<file path="config.mk">
export PLATFORM = sky130hd
export DESIGN_NAME = alu_arbiter
export DESIGN_NICKNAME = d
export VERILOG_FILES = /design/src/rtl/alu_arbiter_pkg.sv /design/src/rtl/rr_arb2.sv /design/src/rtl/alu_arbiter.sv
export SDC_FILE = /design/constraint.sdc
export NUM_CORES = 1
export LEC_CHECK = 0
export BUFFER_PORTS_ARGS = -buffer_cell sky130_fd_sc_hd__buf_2
export CAP_MARGIN = 0
export CORE_ASPECT_RATIO = 1.5
export CORE_MARGIN = 5
export CORE_UTILIZATION = 31
export CTS_CLUSTER_SIZE = 10
export DETAILED_ROUTE_END_ITERATION = 8
export GPL_TIMING_DRIVEN = 0
export PLACE_DENSITY = 0.84
export SLEW_MARGIN = 20
export SYNTH_ARGS = -nofsm -noshare
export SYNTH_HDL_FRONTEND = slang
export SYNTH_SLANG_ARGS = --single-unit
</file>
<file path="constraint.sdc">
create_clock -name clk -period 1.73 [get_ports clk]
set_clock_uncertainty 0.15 [all_clocks]
set_input_delay 0.173 -clock clk [delete_from_list [all_inputs] [get_ports clk]]
set_output_delay 0.173 -clock clk [all_outputs]
set_load 0.05 [all_outputs]
</file>
<file path="src/rtl/alu_arbiter_pkg.sv">
// Shared widths, flag bit positions and opcode encodings for the ALU front end.
package alu_arbiter_pkg;

  localparam int unsigned DATA_W = 16;
  localparam int unsigned FLG_W  = 5;

  localparam int unsigned FLG_Z  = 4;
  localparam int unsigned FLG_CY = 3;
  localparam int unsigned FLG_S  = 2;
  localparam int unsigned FLG_P  = 1;
  localparam int unsigned FLG_OV = 0;

  localparam logic [2:0] OP_ADD = 3'b000;
  localparam logic [2:0] OP_SUB = 3'b001;
  localparam logic [2:0] OP_AND = 3'b010;
  localparam logic [2:0] OP_OR  = 3'b011;
  localparam logic [2:0] OP_XOR = 3'b100;
  localparam logic [2:0] OP_NOT = 3'b101;
  localparam logic [2:0] OP_MOV = 3'b110;

  // Moves (11x) always hold CY/OV so the ALU's undefined carry never lands in flg.
  function automatic logic blocks_cy_ov(input logic [2:0] op, input logic cin);
    return cin | (op[2:1] == OP_MOV[2:1]);
  endfunction

endpackage

</file>
<file path="src/rtl/rr_arb2.sv">
// Two-input arbiter: round-robin on last grant, or fixed priority to input 0.
module rr_arb2 #(
  parameter bit RR_EN = 1'b1
) (
  input  logic       clk_i,
  input  logic       rst_i,
  input  logic [1:0] req_i,
  input  logic       en_i,
  output logic [1:0] gnt_o
);

  logic last_gnt_q, last_gnt_d;

  always_comb begin
    gnt_o      = '0;
    last_gnt_d = last_gnt_q;
    if (en_i) begin
      unique case (req_i)
        2'b01:   gnt_o = 2'b01;
        2'b10:   gnt_o = 2'b10;
        2'b11:   gnt_o = (RR_EN && !last_gnt_q) ? 2'b10 : 2'b01;
        default: gnt_o = '0;
      endcase
    end
    if (|gnt_o) last_gnt_d = gnt_o[1];
  end

  always_ff @(posedge clk_i) begin
    if (rst_i) last_gnt_q <= 1'b1;
    else       last_gnt_q <= last_gnt_d;
  end

endmodule

</file>
<file path="src/rtl/alu_arbiter.sv">
// Two-requester front end for the combinational ALU: grants one op per cycle,
// holds a one-deep response slot and owns the architectural flag register.
module alu_arbiter
  import alu_arbiter_pkg::*;
#(
  parameter bit RR_EN = 1'b1
) (
  input  logic              clk,
  input  logic              rst,
  input  logic              req0_valid,
  output logic              req0_ready,
  input  logic [2:0]        req0_op,
  input  logic [DATA_W-1:0] req0_a,
  input  logic [DATA_W-1:0] req0_b,
  input  logic              req0_cin,
  input  logic              req0_fwe,
  input  logic              req1_valid,
  output logic              req1_ready,
  input  logic [2:0]        req1_op,
  input  logic [DATA_W-1:0] req1_a,
  input  logic [DATA_W-1:0] req1_b,
  input  logic              req1_cin,
  input  logic              req1_fwe,
  output logic              rsp_valid,
  input  logic              rsp_ready,
  output logic              rsp_id,
  output logic [DATA_W-1:0] rsp_res,
  output logic [FLG_W-1:0]  rsp_flg,
  output logic [FLG_W-1:0]  flg,
  input  logic              flg_wr,
  input  logic [FLG_W-1:0]  flg_wdata,
  output logic [2:0]        alu_opcode,
  output logic [DATA_W-1:0] alu_arg1,
  output logic [DATA_W-1:0] alu_arg2,
  output logic [FLG_W-1:0]  alu_in_flg,
  output logic              alu_block_cy_ov,
  input  logic [DATA_W-1:0] alu_res,
  input  logic [FLG_W-1:0]  alu_out_flg
);

  logic              rsp_valid_q, rsp_valid_d;
  logic              rsp_id_q, rsp_id_d;
  logic [DATA_W-1:0] rsp_res_q, rsp_res_d;
  logic [FLG_W-1:0]  rsp_flg_q, rsp_flg_d;
  logic [FLG_W-1:0]  flg_q, flg_d;

  logic       slot_free, accept, sel, sel_cin, sel_fwe;
  logic [1:0] gnt;

  assign slot_free = !rsp_valid_q || rsp_ready;

  // Reset gates the enable so a request on the reset cycle never sees ready.
  rr_arb2 #(.RR_EN(RR_EN)) u_arb (
    .clk_i (clk),
    .rst_i (rst),
    .req_i ({req1_valid, req0_valid}),
    .en_i  (slot_free && !rst),
    .gnt_o (gnt)
  );

  assign accept     = |gnt;
  assign sel        = gnt[1];
  assign req0_ready = gnt[0];
  assign req1_ready = gnt[1];

  assign alu_opcode      = sel ? req1_op : req0_op;
  assign alu_arg1        = sel ? req1_a  : req0_a;
  assign alu_arg2        = sel ? req1_b  : req0_b;
  assign sel_cin         = sel ? req1_cin : req0_cin;
  assign sel_fwe         = sel ? req1_fwe : req0_fwe;
  assign alu_in_flg      = flg_q;
  assign alu_block_cy_ov = blocks_cy_ov(alu_opcode, sel_cin);

  always_comb begin
    rsp_valid_d = rsp_valid_q;
    rsp_id_d    = rsp_id_q;
    rsp_res_d   = rsp_res_q;
    rsp_flg_d   = rsp_flg_q;
    flg_d       = flg_q;
    if (accept) begin
      rsp_valid_d = 1'b1;
      rsp_id_d    = sel;
      rsp_res_d   = alu_res;
      rsp_flg_d   = alu_out_flg;
    end else if (rsp_ready) begin
      rsp_valid_d = 1'b0;
    end
    if (flg_wr)                  flg_d = flg_wdata;
    else if (accept && sel_fwe)  flg_d = alu_out_flg;
  end

  always_ff @(posedge clk) begin
    if (rst) begin
      rsp_valid_q <= 1'b0;
      rsp_id_q    <= 1'b0;
      rsp_res_q   <= '0;
      rsp_flg_q   <= '0;
      flg_q       <= '0;
    end else begin
      rsp_valid_q <= rsp_valid_d;
      rsp_id_q    <= rsp_id_d;
      rsp_res_q   <= rsp_res_d;
      rsp_flg_q   <= rsp_flg_d;
      flg_q       <= flg_d;
    end
  end

  assign rsp_valid = rsp_valid_q;
  assign rsp_id    = rsp_id_q;
  assign rsp_res   = rsp_res_q;
  assign rsp_flg   = rsp_flg_q;
  assign flg       = flg_q;

endmodule

</file>
# Word-level counts from Yosys, hierarchy flattened
# Index checks and enable logic that the tools add are counted.
dict set report word_totals {
  ff_bits 29
  output_inout_bits 71
}
dict set report classes {
  n_eq_ne 4
  bitwise_logic 1
  n_reduce_logical 8
  muxes 12
}
# cell n
set op_table {}
lappend op_table {{two-way mux 16 bit} 2}
lappend op_table {{two-way mux 5 bit} 2}
lappend op_table {{== test 2 bit, second input constant} 3}
lappend op_table {{one-hot mux 2 bit (3 select lines)} 1}
lappend op_table {{two-way mux 1 bit} 4}
lappend op_table {{two-way mux 2 bit} 2}
lappend op_table {{nonzero test 2 bit} 2}
lappend op_table {{two-way mux 3 bit} 1}
lappend op_table {{== test 2 x 1 -> 1 bit, second input constant} 1}
lappend op_table {{logical AND 1 bit} 2}
lappend op_table {{logical NOT 1 bit} 2}
lappend op_table {{OR reduction 2 bit} 1}
lappend op_table {{logical OR 1 bit} 1}
lappend op_table {{bitwise OR 1 bit} 1}

# Depth between registers and ports, before layout
dict set report logic_depth {
  depth_word 8
  ltp_mapped 6
}

# Cells and area by module
# From an unflattened synthesis, not the netlist that was laid out.
dict set report hier_totals {
  hier_cells 183
  hier_area_um2 1637.8
}
# module cells_each seq_area_each_um2 instances area_each_um2
set modules_own_cells {}
lappend modules_own_cells {alu_arbiter 175 560.5 1 1579.0}
lappend modules_own_cells {rr_arb2 8 20.0 1 58.8}

# Least setup slack after synthesis
# No wires, ideal clock.
dict set report synth_timing {
  kind {reg2reg}
  start {register rsp_valid_q, in the netlist rsp_valid}
  end {register u_arb.last_gnt_q}
  period_less_slack_ns 3.148
  arrival_ns 2.780
  stages_incl_launch_ff 4
  required_time_ns 1.361
  n_path_buf 0
  setup_slack_ns -1.418
  path_cell_list {dfxtp_1 > nor2b_2 > a2111oi_1 > o21ai_0}
}
dict set report synth_between {
  elab_chain_cells 5
}
# element line
set synth_lines {}
lappend synth_lines {{start: declaration} alu_arbiter.sv:41} ;# logic rsp_valid_q, rsp_valid_d;
lappend synth_lines {{start signal: assignment} alu_arbiter.sv:100} ;# rsp_valid_q <= rsp_valid_d;
lappend synth_lines {{logical NOT 1 bit} alu_arbiter.sv:50} ;# assign slot_free = !rsp_valid_q || rsp_ready;
lappend synth_lines {{logical OR 1 bit} alu_arbiter.sv:50}
lappend synth_lines {{logical AND 1 bit} alu_arbiter.sv:57} ;# .en_i (slot_free && !rst),
lappend synth_lines {{two-way mux 2 bit} rr_arb2.sv:17} ;# if (en_i) begin
lappend synth_lines {{via req0_ready} alu_arbiter.sv:11} ;# output logic req0_ready,
lappend synth_lines {{OR reduction 2 bit} rr_arb2.sv:25} ;# if (|gnt_o) last_gnt_d = gnt_o[1];
lappend synth_lines {{end signal: assignment} rr_arb2.sv:30} ;# else last_gnt_q <= last_gnt_d;
lappend synth_lines {{end: declaration} rr_arb2.sv:12} ;# logic last_gnt_q, last_gnt_d;
# The timed path passes the listed nets, and every way through them passes these cells.
# A chain may end at the register's enable or synchronous reset.

# Worst setup path after layout
dict set report layout_timing {
  start {register u_arb.last_gnt_q}
  end {output port alu_block_cy_ov}
}
dict set report layout_between {
  elab_chain_cells 6
  elab_cells_between_ends 7
}
# element line
set layout_lines {}
lappend layout_lines {{two-way mux 2 bit (*)} rr_arb2.sv:21} ;# 2'b11: gnt_o = (RR_EN && !last_gnt_q) ? 2'b10 : 2'b01;
lappend layout_lines {{one-hot mux 2 bit (3 select lines) (*)} rr_arb2.sv:18} ;# unique case (req_i)
lappend layout_lines {{two-way mux 2 bit (*)} rr_arb2.sv:17}
lappend layout_lines {{two-way mux 3 bit} alu_arbiter.sv:66} ;# assign alu_opcode = sel ? req1_op : req0_op;
lappend layout_lines {{== test 2 bit} alu_arbiter_pkg.sv:23} ;# return cin | (op[2:1] == OP_MOV[2:1]);
lappend layout_lines {{bitwise OR 1 bit (*)} alu_arbiter_pkg.sv:23}
lappend layout_lines {{end: declaration} alu_arbiter.sv:36} ;# output logic alu_block_cy_ov,
# Mark *: on every way between the ends. The rest lies on a longest branch, timed or not.

==> summary.txt <==
Outcome
  • Status: finished with violations
  • Failing checks: negative setup slack

CTS
  • Clock root buffer master: clkbuf_8
  • CTS tree: yes
  • Clk_lat worst skew: between 0.2 and 0.3 ns
  • CTS H-tree depth: 2
  • CTS clk-pin slew, worst paths: 0.07 ns
  • Clock sink count: 29
  • CTS max path bufs: 2
  • Total CTS buffers: 5

Critical path
  • WP data arrival: 1.93 ns
  • Crit-path max FO: 3
  • FF-to-FF End: rsp_res[12]
  • Worst Setup End Kind: output port
  • Reg2Reg Setup Slack: -0.07 ns
  • CP peak stage delay: 0.38 ns
  • CP max stage cell: a221o_2
  • R2r worst-path depth: 7
  • Worst path cell trace: a21bo_2 -> nor3_4 -> buf_6 -> mux2_4 -> a221o_2 -> buf_8
  • Critical path type: flop to output port
  • Startpoint Class: flop
  • CP required: 1.41 ns
  • RR Startpoint: rsp_valid

Pwr
  • Combinational power share: 0.470
  • Switching Fraction: 0.3996
  • Pint: between 1000 and 1500 uW
  • Worst vdd ir: 524.7 uV
  • Pwr Total: 2405 uW
  • Part of the power in the clock network: 0.225
  • Switch Pwr: 961.0 uW
  • Leakage: 0.001749 uW
  • Seq pwr share: 0.305
  • Pwr Density: 718.3 nW/um^2

Finish
  • P&R area growth vs syn: 104.9%
  • Fraction of layout cells with a size suffix above 1: 0.6345
  • Final instance area: about 3300 sq um
  • Fillers: 437
  • Multi-input logic area: 1060 sq um
  • N_diodes: 0
  • Register area: 585.6 sq um
  • Final nets: 499

Detailed routing
  • DRC viols: 0
  • Detailed Route WL: between 7000 and 8000 um
  • Routed Antenna Nets: 0
  • DR WL/cell: 17.12 um
  • Drt pass-1 iters: 4
  • DR iter-0 viols: between 50 and 60
  • Total number of vias: roughly 2,200
  • DR vias/cell: between 4 and 5

Synthesis
  • Synth top area cells: dfxtp_1, mux2_2, nand2_1
  • Synthesis warning total: 0
  • Synthesized flop and latch total: 29
  • Post-synth top cells: nand2_1, mux2_2, dfxtp_1
  • Post-Syn Area per Cell: 8.881 sq um
  • Synth cell types: 27
  • Post-Syn Nets: 290
  • Post-synth EDFFs: 0
  • Share of the synthesized area in the top cell type: 0.3553
  • Post-synth top flop: dfxtp_1
  • Post-Syn Instances: 184
  • Netlist Area Pre-Place: between 1500 and 2000 sq um
  • FFs w/ async S/R, synth: 0
  • Yosys top cell by area: dfxtp_1
  • Register area share after synthesis: 0.3553
  • Most frequent cell after synthesis: nand2_1

STA
  • Unrepaired setup endpoints after global routing: true
  • Period utilization: 1.300
  • Relative max-transition margin: 0.6896
  • Post-route minimum period: ~2.2 ns
  • Worst Tran Pin Value: 0.4656 ns
  • Final Max Slew Viols: 0
  • # setup viols final: 58
  • Max Fclk: 0.4448 GHz
  • Final Hold Vio Count: 0
  • Worst setup margin: -0.5183 ns

Min path
  • Hold_sp: alu_out_flg[2]
  • Class of the worst hold path: input port to flop
  • Hold Crit Depth: 3
  • Hold path endpoint: rsp_flg[2]

Die
  • Core area: 5125 sq um
  • Die area: slightly below 7000 sq um
  • Initial core utilization: 0.3188
  • Die Height: 98.92 um
  • I/O Pins: 177
  • Die X: ~69 um
  • Cell Rows: 32

Place
  • IO buf count: ~170
  • Placer congestion estimate: 0.8323
  • Final HPWL DP: 5386 um
  • Cell Area, Placed: around 2700 sq um

Global route
  • Initial antenna violation count: 0
  • Number of global-route vias before repair: 2,248
  • Aggregate global routing overflow: 0
  • Total Routing Usage GR: 0.2141
  • Largest net degree at the start of global routing: 11
  • Global-route wire length before repair: ~12,000 um

Flow run
  • Max-Cap Viols: 0
cell families (layout without fill, tap and decap cells):
logic type	after synthesis	after routing	synth area share
buffers and inverters	21	231	0.07503
AOI/OAI and AO/OA	36	36	0.1440
DFF	29	29	0.3553
muxes	36	36	0.2504
and+or+nand+nor	62	62	0.1753
cells in the final DEF, fill, tap and decap left out, types with 2 or more instances in the layout:
cell type and n:
a21boi_0 5, a21oi_1 21, and3_1 5, buf_12 3
buf_2 141, buf_4 23, buf_6 24, buf_8 6
clkbuf_1 3, clkbuf_8 5, clkinv_2 2, dfxtp_1 27
dlygate4sd3_1 18, inv_1 3, mux2_2 7, mux2_4 29
nand2_1 43, nand2b_1 5, nor2_1 4, o311a_1 5
worst max path at each step:
stage | slack (ns) | to | cells past startpoint | startpoint
after global placement | -0.44 | alu_arg2[5] | 7 | req1_valid
after detailed placement | -0.45 | alu_arg2[5] | 7 | req1_valid
after CTS | -0.51 | alu_block_cy_ov | 6 | u_arb.last_gnt_q
final | -0.52 | alu_block_cy_ov | 6 | u_arb.last_gnt_q
after floorplan | -0.25 | alu_block_cy_ov | 4 | u_arb.last_gnt_q
after global routing | -0.61 | alu_block_cy_ov | 6 | u_arb.last_gnt_q
cell type report:
class	instances	share of cell area
Tap cell	68	0.02541
Buffer	17	0.03812
Clock buffer	5	0.02055
Inverter	3	0.003363
Multi-Input combinational cell	134	0.3165
Sequential cell	29	0.1749
Timing Repair Buffer	203	0.4163
Clock inverter	3	0.004858
state kept, by name (all words and copies together), names as in the netlist:
register and count:
rsp_res 16, rsp_id 1, rsp_flg 5, rsp_valid 1, u_arb.last_gnt_q 1, alu_in_flg 5
power groups by stage:
| stage | clock network [uW] | logic [uW] | registers, uW |
|---|---|---|---|
| 2_1_floorplan | 0 | 550 | 889 |
| 3_3_place_gp | 0 | 940 | 745 |
| 3_5_place_dp | 0 | 953 | 748 |
| 4_1_cts | 558 | 1110 | 733 |
| 5_1_grt | 599 | 1180 | 738 |
| 6_report | 540 | 1130 | 734 |
critical path, delay by kind of cell (launching register included):
kind,cells,cell delay [ns]
AO/OA/AOI/OAI,2,0.59
buffers and inverters,2,0.30
flip-flops,1,0.32
multiplexers,1,0.30
AND/OR/NAND/NOR,1,0.15
metrics by stage:
step           utilization  worst slack (ns)  hold WS [ns]  cells  setup TNS, ns
2_1_floorplan            -           -0.2499        0.1590    184         -3.299
3_3_place_gp        0.5320           -0.4395        0.2658    426         -11.14
3_5_place_dp        0.5320           -0.4491        0.2694    426         -11.73
4_1_cts             0.6509           -0.5132      0.002468    462         -16.17
5_1_grt             0.6533           -0.6061       0.01230    462         -21.33
6_report            0.6533           -0.5183      0.005389    462         -15.56
metal layers:
metal  wire length (um)  GRT usage  vias to the layer above  part of all wire
li1                   -          -                     1045                 -
met1               2691     0.2124                     1021              0.34
met2               4473     0.4199                      117              0.57
met3                530    0.05714                       17             0.067
met4                214    0.07218                        0             0.027
met5                  0          0                        -                 0
repair_timing:
item / in CTS / in global routing
hold buffers: 18 / 0
resized for setup: 80 / 7
gates cloned: 1 / 0
buffers inserted: 9 / 1
setup endpoints to repair: 46 / 65
pin swaps: 3 / 0
hold endpoints to repair: 18 / 0
(Power assumes the default switching activity.)
